`config.mk`:
```
export PLATFORM = sky130hd
export DESIGN_NAME = uart_tx_frame_flat
export DESIGN_NICKNAME = d
export VERILOG_FILES = /design/src/rtl/uart_pkg.sv /design/src/rtl/uart_tx_frame_if.sv /design/src/rtl/uart_tx_frame.sv /design/src/flat_wrapper.sv
export SDC_FILE = /design/constraint.sdc
export NUM_CORES = 1
export LEC_CHECK = 0
export CAP_MARGIN = 40
export CORE_MARGIN = 2
export CORE_UTILIZATION = 35
export CTS_CLUSTER_DIAMETER = 30
export DETAILED_ROUTE_END_ITERATION = 8
export SETUP_SLACK_MARGIN = 0.1
export SLEW_MARGIN = 20
export SYNTH_ARGS = -nofsm -noshare
export SYNTH_HDL_FRONTEND = slang
export SYNTH_SLANG_ARGS = --single-unit
```
`constraint.sdc`:
```
create_clock -name clk -period 4.1 [get_ports clk]
set_clock_uncertainty 0.1 [all_clocks]
set_input_delay 0.41 -clock clk [delete_from_list [all_inputs] [get_ports clk]]
set_output_delay 0.41 -clock clk [all_outputs]
set_load 0.005 [all_outputs]
```
`src/rtl/uart_pkg.sv`:
```
// uart_pkg: shared UART definitions (tx state enum, line levels, parity helper)
package uart_pkg;
  typedef enum logic [2:0] {ST_IDLE, ST_ARMED, ST_START, ST_DATA, ST_PARITY, ST_STOP} tx_state_e;
  localparam logic LINE_IDLE  = 1'b1;
  localparam logic LINE_START = 1'b0;
  localparam logic LINE_STOP  = 1'b1;
  // Callers zero-extend data to 9 bits; the padding does not change the XOR.
  function automatic logic parity_bit(input logic [8:0] data, input logic odd);
    return (^data) ^ odd;
  endfunction
endpackage

```
`src/rtl/uart_tx_frame_if.sv`:
```
// uart_tx_frame_if: byte handshake from TX byte source to framer
//   tx_data  : byte to send, sampled on accept
//   tx_valid : source has a byte
//   tx_ready : framer can accept (idle only)
interface uart_tx_frame_if #(parameter int DATA_W = 8);
  logic [DATA_W-1:0] tx_data;
  logic              tx_valid;
  logic              tx_ready;
  modport master (output tx_data, tx_valid, input tx_ready);
  modport slave  (input tx_data, tx_valid, output tx_ready);
endinterface

```
`src/rtl/uart_tx_frame.sv`:
```
// uart_tx_frame: UART transmit framing stage (start, DATA_W bits LSB first, optional parity, stop)
//   clk        : system clock, rising edge
//   reset      : asynchronous active-low reset
//   baud_tick  : one-clk pulse per bit period from the upstream counter
//   tx         : byte handshake (slave side)
//   txd        : registered serial line, idle high
//   busy       : high whenever not idle
//   frame_done : one-clk pulse on the final stop tick
// Optional feature: define UART_TX_PARITY_EN to insert a parity bit (PARITY_ODD selects odd).
module uart_tx_frame
  import uart_pkg::*;
#(
  parameter int DATA_W     = 8,
  parameter int STOP_BITS  = 1,
  parameter int PARITY_ODD = 0
) (
  input  logic               clk,
  input  logic               reset,
  input  logic               baud_tick,
  uart_tx_frame_if.slave     tx,
  output logic               txd,
  output logic               busy,
  output logic               frame_done
);
  localparam int CW = $clog2(DATA_W);
  localparam logic [CW-1:0] LAST_BIT = CW'(DATA_W - 1);
  localparam logic LAST_STOP = 1'(STOP_BITS - 1);
  if (DATA_W < 5 || DATA_W > 9 || STOP_BITS < 1 || STOP_BITS > 2 || PARITY_ODD < 0 || PARITY_ODD > 1) begin : g_bad_cfg
    $error("uart_tx_frame: unsupported parameter combination");
  end
  tx_state_e         state_q, state_d;
  logic [DATA_W-1:0] shift_q, shift_d;
  logic [CW-1:0]     cnt_q, cnt_d;
  logic              stop_q, stop_d, txd_q, txd_d;
  logic              accept, last_bit, last_stop, after_data;
  assign accept    = state_q == ST_IDLE && tx.tx_valid;
  assign last_bit  = cnt_q == LAST_BIT;
  assign last_stop = stop_q == LAST_STOP;
`ifdef UART_TX_PARITY_EN
  logic par_q, par_d;
  assign after_data = par_q;
`else
  assign after_data = LINE_STOP;
`endif
  always_ff @(posedge clk or negedge reset) begin
    if (!reset) begin
      state_q <= ST_IDLE;
      shift_q <= '0;
      cnt_q   <= '0;
      stop_q  <= 1'b0;
      txd_q   <= LINE_IDLE;
`ifdef UART_TX_PARITY_EN
      par_q   <= 1'b0;
`endif
    end else begin
      state_q <= state_d;
      shift_q <= shift_d;
      cnt_q   <= cnt_d;
      stop_q  <= stop_d;
      txd_q   <= txd_d;
`ifdef UART_TX_PARITY_EN
      par_q   <= par_d;
`endif
    end
  end
  always_comb begin
    state_d = state_q;
    case (state_q)
      ST_IDLE:   state_d = accept ? ST_ARMED : ST_IDLE;
      ST_ARMED:  state_d = baud_tick ? ST_START : ST_ARMED;
      ST_START:  state_d = baud_tick ? ST_DATA : ST_START;
`ifdef UART_TX_PARITY_EN
      ST_DATA:   state_d = (baud_tick && last_bit) ? ST_PARITY : ST_DATA;
      ST_PARITY: state_d = baud_tick ? ST_STOP : ST_PARITY;
`else
      ST_DATA:   state_d = (baud_tick && last_bit) ? ST_STOP : ST_DATA;
`endif
      ST_STOP:   state_d = (baud_tick && last_stop) ? ST_IDLE : ST_STOP;
      default:   state_d = ST_IDLE;
    endcase
  end
  // A tick in the accept cycle falls through untouched because IDLE is not in the tick case.
  always_comb begin
    shift_d = shift_q;
    cnt_d   = cnt_q;
    stop_d  = stop_q;
    txd_d   = txd_q;
`ifdef UART_TX_PARITY_EN
    par_d   = par_q;
`endif
    if (accept) begin
      shift_d = tx.tx_data;
      cnt_d   = '0;
      stop_d  = 1'b0;
`ifdef UART_TX_PARITY_EN
      par_d   = parity_bit(9'(tx.tx_data), 1'(PARITY_ODD));
`endif
    end
    if (baud_tick) begin
      case (state_q)
        ST_ARMED: txd_d = LINE_START;
        ST_START: begin
          txd_d   = shift_q[0];
          shift_d = shift_q >> 1;
        end
        ST_DATA: begin
          txd_d   = last_bit ? after_data : shift_q[0];
          shift_d = shift_q >> 1;
          cnt_d   = last_bit ? cnt_q : cnt_q + 1'b1;
        end
`ifdef UART_TX_PARITY_EN
        ST_PARITY: txd_d = LINE_STOP;
`endif
        ST_STOP: begin
          txd_d  = LINE_STOP;
          stop_d = ~stop_q;
        end
        default: ;
      endcase
    end
    tx.tx_ready = state_q == ST_IDLE;
    busy        = state_q != ST_IDLE;
    frame_done  = state_q == ST_STOP && baud_tick && last_stop;
  end
  assign txd = txd_q;
endmodule

```
`src/flat_wrapper.sv`:
```
// flat-port wrapper written by rule: the top's interface ports become plain ports
module uart_tx_frame_flat import uart_pkg::*;
#(
  parameter int DATA_W     = 8,
  parameter int STOP_BITS  = 1,
  parameter int PARITY_ODD = 0
)
  (clk, reset, baud_tick, txd, busy, frame_done, tx_tx_data, tx_tx_valid, tx_tx_ready);
  uart_tx_frame_if #(.DATA_W(DATA_W)) tx_i ();
  input  logic clk;
  input  logic reset;
  input  logic baud_tick;
  output logic txd;
  output logic busy;
  output logic frame_done;
  input wire logic [$bits(tx_i.tx_data)-1:0] tx_tx_data;
  input wire logic [$bits(tx_i.tx_valid)-1:0] tx_tx_valid;
  output wire logic [$bits(tx_i.tx_ready)-1:0] tx_tx_ready;
  assign tx_i.tx_data = tx_tx_data;
  assign tx_i.tx_valid = tx_tx_valid;
  assign tx_tx_ready = tx_i.tx_ready;
  uart_tx_frame #(.DATA_W(DATA_W), .STOP_BITS(STOP_BITS), .PARITY_ODD(PARITY_ODD)) u_core (.clk(clk), .reset(reset), .baud_tick(baud_tick), .tx(tx_i), .txd(txd), .busy(busy), .frame_done(frame_done));
endmodule
```
==> results list <==
- Global-route wire length before repair: 2510 um
- Routability-driven placement congestion ratio: 0.692
- Type of element capturing the critical path: output port
- After technology mapping, the gate count stands at 86.
- The tree built by TritonCTS fans out to 16 sinks.
- At the pin with the least slew margin, the transition time is 0.522 ns.
- Summed over all layers, the routed wires come to 1500 um.
* Yosys reg bits: 16
* Post-DRT Antenna Nets: 0
- WL/cell: ~12 um
* Final global-route overflow total: 0
- Worst EP required: 3.59 ns
- Entering global routing, the biggest net connects 17 pins.
- Of the total synthesized cell area, the portion taken by AND, OR, NAND and NOR gates is 18.0%.
- The portion of synthesized area spent on multiplexers is 12.9%.
- CTS Buf Count: 3
- The analysis attributes to cell leakage a power of approximately 0.43 nW.
- Outcome: finished clean
* Count of instances resized after the clock tree is built: 0
* Sequential area share after synthesis: 45.9%
- For this run, the post-layout net count is about 120.
* Critical Path Start Type: register
* Routed wl met3: roughly 99 um
- No sink is reached through more buffers than the 2 on the longest clock path.
- Path type of the worst min-delay path: in2async
- The synthesized netlist occupies a cell area of between 800 and 900 um^2.
- Via count of the routed design: 643
- From left edge to right edge, the die measures 54.0 um.
- At the end of the flow the core is filled with cells to 44.1%.
- Number of top-level design ports: 16
- Across the run, the number of max-cap violations was 0.
- Slew Limit Headroom: 65.2%
- In the layout the commonest cells are clkdlybuf4s50_1 (15), dfrtp_1 (15), mux2i_1 (9), nand2_1 (9), o21ai_1 (7).
- The core region is 2430 um^2.
- The tree is rooted in a clkbuf_4.
* CTS H-tree depth: 1
- VDD sags by at most 0.308 mV.
- The final count of pins violating max slew is 0.
* Final worst-path cycle share: 58.5%
* Main combinational cell family by area after synthesis: simple AND/OR/NAND/NOR gates
* Top achievable clock speed: between 0.4 and 0.5 GHz
- The number of global-route vias before repair came to 598.
- The initial antenna violation count came to 0.
* Number of placed instances with taps included: 124
- Before CTS, the worst setup slack after placement is 1.75 ns.
* Arrival time at the worst endpoint: 1.89 ns
* XOR/XNOR share of the synthesized area: 0%
- Die ar.: a little under 3000 um^2
- Leaving out filler cells and counting taps, the final layout contains between 100 and 150.
- Clock slew at the register clock pins of the worst setup and hold paths: around 0.09 ns
- The count of endpoints failing hold in the final timing report is 0.
* Drt drc: 0
* Unrepaired setup endpoints after global routing: no
- Number of synthesis warnings: 0
- Routed metal-1 wirelength: 666 um
- Power density of the placed cells: 535 nW/um^2
- Highest routed layer: met4
* Count of input and output buffers: 15
* Post-synthesis cell type count: 28
- Accumulated negative setup slack: 0 ns
- Once routing completed, OpenROAD measured the worst setup slack at between 1.5 and 2 ns.
- The routed design uses 720 um of met2 wire.
- Final setup viols: 0
- Worst skew pair latency: around 0.28 ns
- The synthesized netlist devotes 13.6% of its cell area to compound gates.
- Relative to the synthesized area, the layout overhead comes to 22.6%.
* Top fanout value on the critical path: 12
- After Yosys synthesis, full adders, half adders and majority gates account for 2.86% of the synthesized area.
- The number of setup buffers added after CTS is 0.
* Final critical delay including setup and external delays: 2.40 ns
- Critical Setup Path Class: reg2out
- Detailed Route Iter0 Violations: 15
* Total iterations of the first detailed-routing run: 4
- Number of inserted filler cells in the final layout: around 250
- Once the floorplan was initialized, standard cells occupied 36.0% of the core.
* Post-detail-place hpwl: 1070 um
* Synth Net Count: 100
- In this run the core area contains 18 standard-cell rows.
* Count of antenna diodes in the layout: 0
* Mapped Avg Cell Area: between 10 and 15 um^2
- Using the TritonRoute via totals, the vias-per-cell ratio works out to 4.95.
- TritonCTS built the clock tree.
- Hold repair after CTS inserted 0 buffers.
- Of the cells placed in the final design, the portion with a size suffix greater than 1 is between 10% and 20%.
* Die boundary height: 54.0 um
- Global Route Usage Sum: 12.2%
## flip-flops by register name, indices dropped and copies added, names as in the netlist
| name | cells |
|---|---|
| u_core.cnt_q | 3 |
| u_core.state_q | 3 |
| u_core.txd | 1 |
| u_core.stop_q | 1 |
| u_core.shift_q | 8 |
## stage by stage
stage / instance area (um^2) / hold WS, ns / power, mW
2_1_floorplan: 876 / 0.0144 / 0.429
3_3_place_gp: 1010 / 0.365 / 0.468
3_5_place_dp: 1010 / 0.376 / 0.473
4_1_cts: 1050 / 0.399 / 0.581
5_1_grt: 1070 / 0.211 / 0.623
6_report: 1070 / 0.221 / 0.574
## Yosys cell counts (all sizes together)
cell type / count / area share (%)
o32ai: 1 / 1.0
nor2: 2 / 0.86
mux2i: 9 / 10
dfstp: 1 / 3.0
o21ai: 11 / 6.3
and3b: 1 / 1.0
nor4b: 1 / 2.7
dfrtp: 15 / 43
ha: 2 / 2.9
clkbuf: 1 / 0.43
and3: 2 / 1.4
nand2b: 2 / 1.4
o21a: 1 / 0.86
nor2b: 4 / 3.1
a21oi: 6 / 3.4
mux2: 2 / 2.6
nand4b: 1 / 1.0
inv: 3 / 1.3
nand3b: 1 / 0.86
a221oi: 1 / 1.0
nand2: 9 / 3.9
o221ai: 1 / 1.0
nor3: 3 / 1.7
buf: 6 / 5.1
## where the power goes
| part | switching (mW) | total [mW] | leakage [nW] | internal [mW] |
|---|---|---|---|---|
| registers | 0.0571 | 0.273 | 0.204 | 0.216 |
| clock network | 0.0498 | 0.104 | 0.0210 | 0.0540 |
| logic | 0.0881 | 0.197 | 0.208 | 0.109 |
## worst max-delay path, cell delays in order (launching register included)
cell	delay, ns
dfrtp_1	0.55
nor2b_1	0.24
and3_1	0.19
nor2b_1	0.12
clkdlybuf4s50_1	0.50
## cell families (layout without fill, tap and decap cells)
family | after synthesis | after routing
adders and majority gates | 2 | 2
AOI/OAI and AO/OA | 21 | 21
muxes | 11 | 11
DFF | 16 | 16
buffers and inverters | 10 | 24
and+or+nand+nor | 26 | 26
## per-layer routing
metal	GRT usage, %	vias to the layer above
met5	0	-
met4	3.75	0
met3	5.00	2
met2	21.7	22
met1	12.9	292
li1	-	327
## path summary, 6_finish.rpt
| path | startpoint | end | slack [ns] | depth (start not counted) |
|---|---|---|---|---|
| worst min register to register | u_core.shift_q[5]$_DFF_PN0_ | u_core.shift_q[4]$_DFF_PN0_ | 0.39 | 2 |
| max in group asynchronous | reset | u_core.txd$_DFFE_PN1P_ | 3.25 | 2 |
| worst max register to register | u_core.cnt_q[0]$_DFFE_PN0P_ | u_core.cnt_q[1]$_DFFE_PN0P_ | 2.42 | 4 |
| min in group clk | u_core.shift_q[5]$_DFF_PN0_ | u_core.shift_q[4]$_DFF_PN0_ | 0.39 | 2 |
| worst min-delay path | reset | u_core.stop_q$_DFF_PN0_ | 0.22 | 1 |
| worst max-delay path | u_core.state_q[2]$_DFF_PN0_ | frame_done | 1.70 | 4 |
## final cells by class
class	count	area (um^2)	area share, %
sequential	16	402	37.4
multi-input combinational	60	414	38.6
tap	30	37.5	3.50
timing repair buffer	17	173	16.1
clock buffer	4	36.3	3.38
inverter	3	11.3	1.05
Note: power is estimated with default switching activity, not from simulation.
